## config.mk

```make
export PLATFORM = sky130hd
export DESIGN_NAME = tt_sweep_capture
export DESIGN_NICKNAME = d
export VERILOG_FILES = /design/src/rtl/tt_pkg.sv /design/src/rtl/tt_lat_align.sv /design/src/rtl/tt_sweep_capture.sv
export SDC_FILE = /design/constraint.sdc
export NUM_CORES = 1
export LEC_CHECK = 0
export ABC_AREA = 1
export CORE_ASPECT_RATIO = 1.75
export CORE_MARGIN = 2
export CORE_UTILIZATION = 37
export DETAILED_ROUTE_END_ITERATION = 10
export GPL_TIMING_DRIVEN = 0
export PLACE_DENSITY = 0.7
export SLEW_MARGIN = 20
export SYNTH_ARGS = -nofsm -noshare
export SYNTH_HDL_FRONTEND = slang
export SYNTH_SLANG_ARGS = --single-unit
```

## constraint.sdc

```tcl
create_clock -name clk -period 8.6 [get_ports clk]
set_clock_uncertainty 0.1 [all_clocks]
set_input_delay 0.86 -clock clk [delete_from_list [all_inputs] [get_ports clk]]
set_output_delay 0.86 -clock clk [all_outputs]
set_load 0.02 [all_outputs]
```

## src/rtl/tt_pkg.sv

```systemverilog
// Shared types and constants for the truth-table sweep/capture block.
// Holds the fixed input count, the derived table width, the table and minterm types
// and the sweep FSM state encoding.
package tt_pkg;

  localparam int N_IN = 7;
  localparam int TT_W = 2 ** N_IN;

  typedef logic [TT_W-1:0] tt_t;
  typedef logic [N_IN-1:0] minterm_t;

  typedef enum logic [1:0] {
    IDLE,
    SWEEP,
    DRAIN,
    HOLD
  } sweep_state_t;

  localparam minterm_t LAST_MINTERM = minterm_t'(TT_W - 1);

endpackage

```

## src/rtl/tt_lat_align.sv

```systemverilog
// Delay line that lines each swept minterm index up with its delayed function output.
// Latency: LAT cycles from vld_i/idx_i to vld_o/idx_o; LAT=0 is a straight wire.
// Backpressure: none, it shifts every cycle.
// Ports: clk, rst (async, active high), vld_i/idx_i in, vld_o/idx_o out.
module tt_lat_align
  import tt_pkg::*;
#(
  parameter int LAT = 0
) (
  input  logic     clk,
  input  logic     rst,
  input  logic     vld_i,
  input  minterm_t idx_i,
  output logic     vld_o,
  output minterm_t idx_o
);

  generate
    if (LAT == 0) begin : g_pass
      assign vld_o = vld_i;
      assign idx_o = idx_i;
      // No registers here, so clock and reset have nothing to drive.
      logic unused_clk_rst;
      assign unused_clk_rst = clk ^ rst;
    end else begin : g_pipe
      logic [LAT-1:0] vld_q;
      minterm_t       idx_q [LAT];

      always_ff @(posedge clk or posedge rst) begin
        if (rst) begin
          vld_q <= '0;
          for (int i = 0; i < LAT; i++) idx_q[i] <= '0;
        end else begin
          vld_q[0] <= vld_i;
          idx_q[0] <= idx_i;
          for (int i = 1; i < LAT; i++) begin
            vld_q[i] <= vld_q[i-1];
            idx_q[i] <= idx_q[i-1];
          end
        end
      end

      assign vld_o = vld_q[LAT-1];
      assign idx_o = idx_q[LAT-1];
    end
  endgenerate

endmodule

```

## src/rtl/tt_sweep_capture.sv

```systemverilog
// Sweeps x through all 128 minterms, captures f_in per minterm into a truth table and counts ones.
// Latency: tt_valid rises after edge 128+LAT counted from the start edge.
// Backpressure: the result is held in HOLD until tt_ready; start is ignored outside IDLE.
// Ports: clk, rst (async, active high), start, busy, x, f_in, tt, ones, tt_valid, tt_ready.
module tt_sweep_capture
  import tt_pkg::*;
#(
  parameter int LAT = 0  // function pipeline depth, legal 0..7
) (
  input  logic       clk,
  input  logic       rst,
  input  logic       start,
  output logic       busy,
  output logic [6:0] x,
  input  logic       f_in,
  output logic [127:0] tt,
  output logic [7:0] ones,
  output logic       tt_valid,
  input  logic       tt_ready
);

  sweep_state_t state_q, state_d;
  minterm_t     x_q, x_d;
  tt_t          tt_q, tt_d;
  logic [7:0]   ones_q, ones_d;

  logic         cap_vld;
  minterm_t     cap_idx;
  logic         cap_last;

  tt_lat_align #(.LAT(LAT)) u_align (
    .clk   (clk),
    .rst   (rst),
    .vld_i (state_q == SWEEP),
    .idx_i (x_q),
    .vld_o (cap_vld),
    .idx_o (cap_idx)
  );

  assign cap_last = cap_vld && (cap_idx == LAST_MINTERM);

  always_comb begin
    state_d = state_q;
    x_d     = x_q;
    tt_d    = tt_q;
    ones_d  = ones_q;

    // Only aligned-valid samples touch the table, so f_in may be X otherwise.
    if (cap_vld) begin
      tt_d[cap_idx] = f_in;
      ones_d        = ones_q + 8'(f_in);
    end

    case (state_q)
      IDLE: begin
        if (start) begin
          state_d = SWEEP;
          x_d     = '0;
          tt_d    = '0;
          ones_d  = '0;
        end
      end
      SWEEP: begin
        // 127 + 1 wraps to 0, which is the value x holds through DRAIN.
        x_d = x_q + minterm_t'(1);
        // With LAT=0 the last capture coincides with x=127, so HOLD wins.
        if (cap_last)                  state_d = HOLD;
        else if (x_q == LAST_MINTERM)  state_d = DRAIN;
      end
      DRAIN: begin
        x_d = '0;
        if (cap_last) state_d = HOLD;
      end
      HOLD: begin
        if (tt_ready) state_d = IDLE;
      end
      default: state_d = IDLE;
    endcase
  end

  always_ff @(posedge clk or posedge rst) begin
    if (rst) begin
      state_q <= IDLE;
      x_q     <= '0;
      tt_q    <= '0;
      ones_q  <= '0;
    end else begin
      state_q <= state_d;
      x_q     <= x_d;
      tt_q    <= tt_d;
      ones_q  <= ones_d;
    end
  end

  assign x        = x_q;
  assign tt       = tt_q;
  assign ones     = ones_q;
  assign busy     = (state_q == SWEEP) || (state_q == DRAIN);
  assign tt_valid = (state_q == HOLD);

endmodule

```

# == Yosys cells after proc, flatten, opt, wreduce, memory -nomap -nowiden ==
# Index checks and enable logic that the tools add are counted.
# word_totals
out_inout_bits,145
in_bits,5
elab_cells,40
reg_bits,145
# classes
reduce_logical,7
eq_ne,8
n_lt_le_gt_ge,2
muxes,17
addsub,2
# op_table
operator,count
2-to-1 mux 128 bit,3
bitwise mux 128 bit,1
2-to-1 mux 8 bit,3
case mux 7 bit (3 select lines),1
2-to-1 mux 2 bit,5
adder 8 x 1 -> 8 bit,1
"< comparator 7 x 8 -> 1 bit, second input constant",1
case mux 2 bit (4 select lines),1
"adder 7 x 1 -> 7 bit, second input constant",1
demux 1 bit (select 7 bit),1
"== test 7 bit, second input constant",1
">= comparator 7 x 1 -> 1 bit, second input constant",1
2-to-1 mux 7 bit,1
"== test 2 bit, second input constant",2
"!= test 2 bit, second input constant",2
AND reduction 4 bit,1
"!= test 3 x 1 -> 1 bit, second input constant",1
nonzero test 3 bit,1
"== test 2 x 1 -> 1 bit, second input constant",1
logical AND 1 bit,2
zero test 2 bit,1
"!= test 2 x 1 -> 1 bit, second input constant",1
AND reduction 2 bit,1
logical OR 1 bit,1
2-to-1 mux 1 bit,1

# == Longest topological paths before layout ==
# Gate-level depths: netlist (run 1).
# logic_depth
depth_word,8
mapped_depth,10
depth_no_buf,10

# == Modules after synthesis ==
# A second synthesis (run 1) with hierarchy kept.
# unflattened
cells_unflattened,792
hier_area_um2,6796.5
# by_module_without_submodules
mod,seq_area_each_um2,n_inst,area_per_inst_um2,cells_per_inst
tt_sweep_capture,3628.5,1,6736.5,784
tt_lat_align,0.0,1,60.1,8

# == Least setup slack after synthesis (run 1) ==
# No wires, ideal clock.
# synth_path
kind,input to register
start,in f_in
end,reg tt_q[22] (netlist: tt[22])
cell_stages,6
path_slack_ns,6.663
setup_ns,0.119
n_path_buf,2
t_required_ns,8.381
arrival_time_ns,1.718
path_cell_list,inv_2 -> clkbuf_1 -> clkbuf_1 -> nand3_1 -> nand2_1 -> nor2_1
# synth_between
elab_chain_len,4
# synth_lines
item,line_no,rtl
"start, declared",tt_sweep_capture.sv:15,"input logic f_in,"
bitwise mux 128 bit (*),tt_sweep_capture.sv:50,tt_d[cap_idx] = f_in;
2-to-1 mux 128 bit (*),tt_sweep_capture.sv:49,if (cap_vld) begin
2-to-1 mux 128 bit,tt_sweep_capture.sv:56,if (start) begin
2-to-1 mux 128 bit (*),tt_sweep_capture.sv:54,case (state_q)
named net tt_d[22],tt_sweep_capture.sv:24,"tt_t tt_q, tt_d;"
"end signal, assigned",tt_sweep_capture.sv:90,tt_q <= tt_d;
"end, declared",tt_sweep_capture.sv:24,
# The timed path passes the listed nets; every way through them passes the cells marked *.
# A chain may end at the register's enable or synchronous reset.

# == Worst setup path after layout (run 1) ==
# layout_path
start,reg state_q[0]
end,out busy
# layout_between
elab_chain_len,2
word_cells_on_any_way,3
cone_classes,2 x eq/ne; 1 x reduce/logical
# layout_lines
item,line_no,rtl
"start, declared",tt_sweep_capture.sv:22,"sweep_state_t state_q, state_d;"
"start signal, assigned",tt_sweep_capture.sv:88,state_q <= state_d;
== test 2 x 1 -> 1 bit / == test 2 bit (equally long branches),tt_sweep_capture.sv:98,assign busy = (state_q == SWEEP) || (state_q == DRAIN);
logical OR 1 bit (*),tt_sweep_capture.sv:98,
"end, declared",tt_sweep_capture.sv:13,"output logic busy,"
# Mark *: on every way between the ends. The rest lies on a longest branch, timed or not.

==> metrics.yaml, run 1 <==
status:
  outcome: "finished clean"
synthesis:
  ys_warn_count: 0
  synth_xor_area_share_pct: 0
  yosysTopAreaCellShare_pct: 52.2
  synth_top_cells_by_area: "dfrtp_1, nand3_1, a21oi_1"
  synth_compound_area_share_pct: 10.7
  synth_adder_area_share_pct: 1.44
  ys_ff_latch: 145
  muxShareOfSynthArea_pct: 0
  synth_top_family_by_area: "simple AND/OR/NAND/NOR gates"
  synth_fp_nets: 892
  synthCells: 879
  netlist_area_sq_mm: 0.00695
  synth.yosys.seq_area_share_pct: 52.2
  synth_cell_types: 22
  yosys.area_share.simple_pct: 30.0
  avgSynthCellArea_sq_um: 7.91
  yosysTopAreaCell: "dfrtp_1"
worst_setup_path:
  endpoint_kind: "output pin"
  worst-setup-path-type: "reg -> out"
  cp.arrival_ps: 1890
  required_ps: 7640
  cp-start-kind: "flip-flop"
  crit_fanout: 5
sta:
  setup_viol: 0
  hold_violations: 0
  period_minus_slack_ps: 2850
  clock.fmax_ghz: 0.351
  period_share_pct: 33.1
  tightest_slew_ps: 954
  maxSlewHeadroom_pct: 36.0
  drv_slew: 0
  setup-tns-final_ps: 0
  grt_setup_unrepaired: "false"
clocking:
  cts-root-buf: "clkbuf_16"
  cts_tree: "built"
  path_clk_slew_ps: 60
  post_cts.repair.setup_buffers: 0
  postCtsHoldBufs: 0
  cts_htree_levels: 4
  clockBufferDepth: 2
  worstSkewPairLatency_ps: 420
  cts_buffers: 17
  cts.sinks: 145
  post_cts_resized: 0
flow_run:
  cap_violations: 0
power_and_ir_drop:
  leakagePower_nw: 4.58
  finalPower_mw: 2.04
  ir_drop_uv: 159
  power_density_mw_per_mm2: 218
layout:
  fin_nets: 1061
  multi_input_area_sq_mm: 0.00293
  post-route-util_pct: 50.6
  diodes: 0
  ff_latch_area_sq_mm: 0.00363
  final_cell_area_sq_mm: 0.00935
  drive_gt1_share_pct: 7.16
  area_growth_pct: 34.5
  num-fill-cells: 1844
floorplan:
  dieArea_sq_mm: 0.0199
  start_util_pct: 37.6
  io_pins: 150
  fp.dieH_um: 185
  die_width_um: 108
  coreArea_sq_mm: 0.0185
  std_cell_rows: 66
routing:
  drtIter0Drc: 734
  vias: 7114
  drcViolationCount: 0
  routed_via_density: 5.48
  drt-total-wl_mm: 25.6
  drt_pass1_iterations: 5
  routedWlPerCell_um: 19.7
  final_antenna_net_count: 0
grt:
  grt_max_degree: 75
  antenna_found_initial: 0
  busiest_layer: "met2"
  met2_usage_pct: 44.1
  use_met3_pct: 4.15
  grt-ovfl-total: 0
  grt_util_met1_pct: 29.7
  track_usage_pct: 26.1
  grt_pass1_vias: 6986
  grt_pass1_wl_mm: 38.9
place:
  placed_area_sq_mm: 0.00878
  dp_hpwl_mm: 18.2
  gp_congestion: 0.924
  io_buffers: 149
worst_hold_path:
  hold_class: "reg -> reg"
[Yosys cell counts]
cell type,count
o21bai_1,4
nor3_4,2
a21oi_1,132
o21ai_0,10
buf_2,25
inv_2,4
buf_4,4
buf_6,1
nor2_1,168
nand3_1,136
clkbuf_1,18
nor3_2,3
inv_1,26
o22ai_1,1
ha_1,8
dfrtp_1,145
buf_1,12
nand2_1,170
nor2_2,1
nor3_1,4
nor2_4,3
nand4_1,2
[state kept, by name, summed over array words and instances (netlist names)]
| register | flops |
|---|---|
| ones | 8 |
| x | 7 |
| tt | 128 |
| state_q | 2 |
[worst paths after layout]
check	start	end	slack, ps	cells past startpoint
setup / recovery	state_q[0]	busy	5750	3
setup reg to reg	state_q[1]	tt[58]	5920	8
hold reg to reg	tt[88]	tt[88]	410	2
hold / removal	tt[88]	tt[88]	410	2
min in group asynchronous	rst	tt[28]	790	2
max in group asynchronous	rst	tt[123]	6860	3
[cells in the final DEF (no fill, tap or decap), drive strengths merged]
master,Yosys,layout
ha,8,8
clkbuf,18,39
o21bai,4,4
nand2,170,170
nor2,172,172
buf,42,43
bufinv,0,1
nand4,2,2
clkinvlp,0,4
o22ai,1,1
inv,30,32
clkinv,0,4
nor3,9,9
dfrtp,145,145
a21oi,132,132
nand3,136,136
o21ai,10,10
clkdlybuf4s50,0,149
[cell families (layout without fill, tap and decap cells)]
group           count (synthesis)  in the layout
compound gates                147            147
flops                         145            145
simple gates                  489            489
fa+ha+maj                       8              8
buf+inv                        90            272
[worst max-delay path, stage by stage (launching register included)]
cell,delay [ps]
dfrtp_1,420
inv_1,110
ha_1,330
clkdlybuf4s50_1,620
[cell type report]
class / count / area share [%]
plain buffers: 60 / 2.98
inverters: 30 / 1.28
clock buffers: 21 / 5.03
well taps: 238 / 3.18
clock inverters: 11 / 1.12
multi-input cells: 644 / 31.3
flip-flops and latches: 145 / 38.8
repair buffers: 150 / 16.2
[metrics by stage]
step           std cells  setup WS (ps)  hold slack, ps
2_1_floorplan        879           3750             389
5_1_grt             1299           5650             433
3_3_place_gp        1266           1650             389
3_5_place_dp        1267           5550             397
6_report            1299           5750             412
4_1_cts             1299           5750             413
[metal layers]
metal,part of all wire (%),wire (um)
met5,0,0
met1,36,9210
met2,50,12800
met4,6.9,1760
met3,7.2,1850
[power breakdown]
part	total, mW	internal (mW)	leakage, nW	switching (mW)
registers	0.728	0.706	2.02	0.0220
logic	0.588	0.172	2.29	0.416
clock network	0.725	0.423	0.272	0.302
total	2.04	1.30	4.58	0.740
Note: power is estimated with default switching activity, not from simulation.
==> inputs of run 2 (changes only) <==
- PLACE_DENSITY: 0.7 -> 0.73
- clock period: 8.6 -> 2.4 ns (I/O delays scaled with it)
==> metrics.yaml, run 2 (same netlist as run 1, synthesis figures left out) <==
status:
  outcome: "finished clean"
clocking:
  cts_htree_levels: 4  # unchanged
  cts-root-buf: "clkbuf_16"
  clockBufferDepth: 2  # unchanged
  cts_buffers: 17  # unchanged
  worstSkewPairLatency_ps: 430  # about the same
  path_clk_slew_ps: 60  # about the same
  cts.sinks: 145  # unchanged
  cts_tree: "built"
sta:
  holdWs_ps: 174  # -238 ps
  drv_slew: 0  # unchanged
  setup_ws_ps: 106  # -5650 ps
  period_minus_slack_ps: 2290
  period_share_pct: 95.6
  setup_viol: 0  # unchanged
  maxSlewHeadroom_pct: 41.2  # +5.1 points
  setup-tns-final_ps: 0  # unchanged
  grt_setup_unrepaired: "false"
  clock.fmax_ghz: 0.436
  hold_violations: 0  # unchanged
  tightest_slew_ps: 879  # -74.7 ps
worst_setup_path:
  cp-start-kind: "flip-flop"
  slowest_stage: "dfrtp_1"
  crit_fanout: 10  # +5
  required_ps: 2650  # -4990 ps
  r2r_cells: 9  # +1
  cp_cell_sequence: "inv_1 > ha_1 > inv_2 > buf_6 > nor3_4 > buf_4 > buf_2 > a21oi_1 > nor2_1"
  cp.arrival_ps: 2540  # +650 ps
  worst-setup-path-type: "reg -> reg"
  endpoint_kind: "flip-flop"
  max_stage_delay_ps: 410  # -210 ps
routing:
  drt-total-wl_mm: 25.9  # +1.1%
  drt_pass1_iterations: 6  # +1
  wl_met1_mm: 8.83  # -4.1%
  routed_via_density: 5.58  # +1.8%
  routedWlPerCell_um: 19.8  # +0.22%
  top_layer_used: "met4"
  drcViolationCount: 0  # unchanged
  drtIter0Drc: 688  # -6.3%
  final_antenna_net_count: 0  # unchanged
  wl_met3_mm: 2.17  # +17%
  vias: 7312  # +2.8%
  met2_length_mm: 12.8  # about the same
power_and_ir_drop:
  power_density_mw_per_mm2: 786  # +260%
  clkPwrFrac_pct: 35.8  # +0.3 points
  sw_frac_of_total_pct: 36.5  # +0.27 points
  pwr-share-comb_pct: 29.3  # +0.5 points
  ir_drop_uv: 607  # +280%
  finalPower_mw: 7.48  # +270%
  leakagePower_nw: 4.67  # +2.1%
  p_seq_share_pct: 34.9  # -0.8 points
  internal-power_mw: 4.75  # +270%
  power.switching_mw: 2.73  # +270%
grt:
  grt_max_degree: 35  # -53%
  track_usage_pct: 26.2  # +0.18 points
  grt_pass1_vias: 7111  # +1.8%
  antenna_found_initial: 0  # unchanged
  grt_pass1_wl_mm: 39.3  # +1.2%
  grt-ovfl-total: 0  # unchanged
layout:
  fin_nets: 1073  # +1.1%
  post-route-util_pct: 51.5  # +0.90 points
  final_cell_mix: "nand2_1, nor2_1, clkdlybuf4s50_1, dfrtp_1, nand3_1"
  largest_register_ffs: 128  # unchanged
  final_cells: 1311  # +0.92%
  final_cell_area_sq_mm: 0.00952  # +1.8%
  drive_gt1_share_pct: 9.04  # +1.9 points
  area_growth_pct: 36.9
  final_common_cell: "nand2_1"
  diodes: 0  # unchanged
floorplan:
  std_cell_rows: 66  # unchanged
  dieArea_sq_mm: 0.0199  # unchanged
  io_pins: 150  # unchanged
  start_util_pct: 37.6  # unchanged
  die_width_um: 108  # unchanged
  fp.dieH_um: 185  # unchanged
  coreArea_sq_mm: 0.0185  # unchanged
place:
  io_buffers: 149  # unchanged
  dp_hpwl_mm: 18.5  # +1.7%
  gp_congestion: 0.923  # about the same
  dp.cells: 1270  # +0.24%
  placed_area_sq_mm: 0.00883  # +0.64%
  dpl_worst_slack_ps: -163  # -5710 ps
flow_run:
  cap_violations: 0  # unchanged
worst_hold_path:
  hold_class: "in -> async"
==> run 2: cell count changes in the layout (fill, tap and decap cells not counted), moves of 3 or more <==
cell / delta
buf_12: +3
buf_4: +9
clkbuf_1: -6
clkbuf_2: +7
clkbuf_8: -3
nor3_4: +3
==> run 2: layout make-up <==
cell class / instances / area [sq um]
Clock buffer: 18 / 429
Clock inverter: 14 / 155
Buffer: 60 / 289
Inverter: 30 / 116
Fill cell: 1790 / 8980
Sequential cell: 145 / 3630
Timing Repair Buffer: 162 / 1650
Multi-Input combinational cell: 644 / 2960
Tap cell: 238 / 298
==> run 2: worst paths after layout <==
kind | start | end | slack [ps]
setup / recovery | state_q[1] | tt[72] | 110
hold / removal | rst | tt[32] | 170
setup reg to reg | state_q[1] | tt[72] | 110
hold reg to reg | tt[98] | tt[98] | 410
max in group asynchronous | rst | tt[5] | 1220
min in group clk | tt[98] | tt[98] | 410
==> run 2: metal layers <==
| layer | GRT usage [%] | vias to the layer above |
|---|---|---|
| met5 | 0 | - |
| met4 | 19.2 | 0 |
| met3 | 5.17 | 132 |
| met2 | 43.9 | 477 |
| met1 | 29.2 | 3446 |
| li1 | - | 3257 |
==> run 2: what timing repair did <==
| item | 4_1_cts | 5_1_grt |
|---|---|---|
| hold buffers | 0 | 0 |
| endpoints found under the setup margin | 65 | 64 |
| pin swaps | 1 | 2 |
| buffers inserted | 5 | 4 |
| resized for setup | 6 | 7 |
==> run 2: power groups by stage <==
| stage | Sequential [mW] | Clock, mW | Combinational [mW] |
|---|---|---|---|
| final | 2.61 | 2.68 | 2.19 |
| after global routing | 2.63 | 2.78 | 2.41 |
| after CTS | 2.61 | 2.67 | 2.13 |
| after detailed placement | 2.66 | 0 | 2.07 |
| after global placement | 2.66 | 0 | 2.02 |
| after floorplan | 2.72 | 0 | 1.30 |
==> run 2: critical path, delay by kind of cell, from the launching register on <==
kind	cells	cell delay [ps]
adder cells (fa/ha/maj)	1	320
buffers and inverters	5	890
AND/OR/NAND/NOR	2	380
AO/OA/AOI/OAI	1	110
flip-flops	1	410
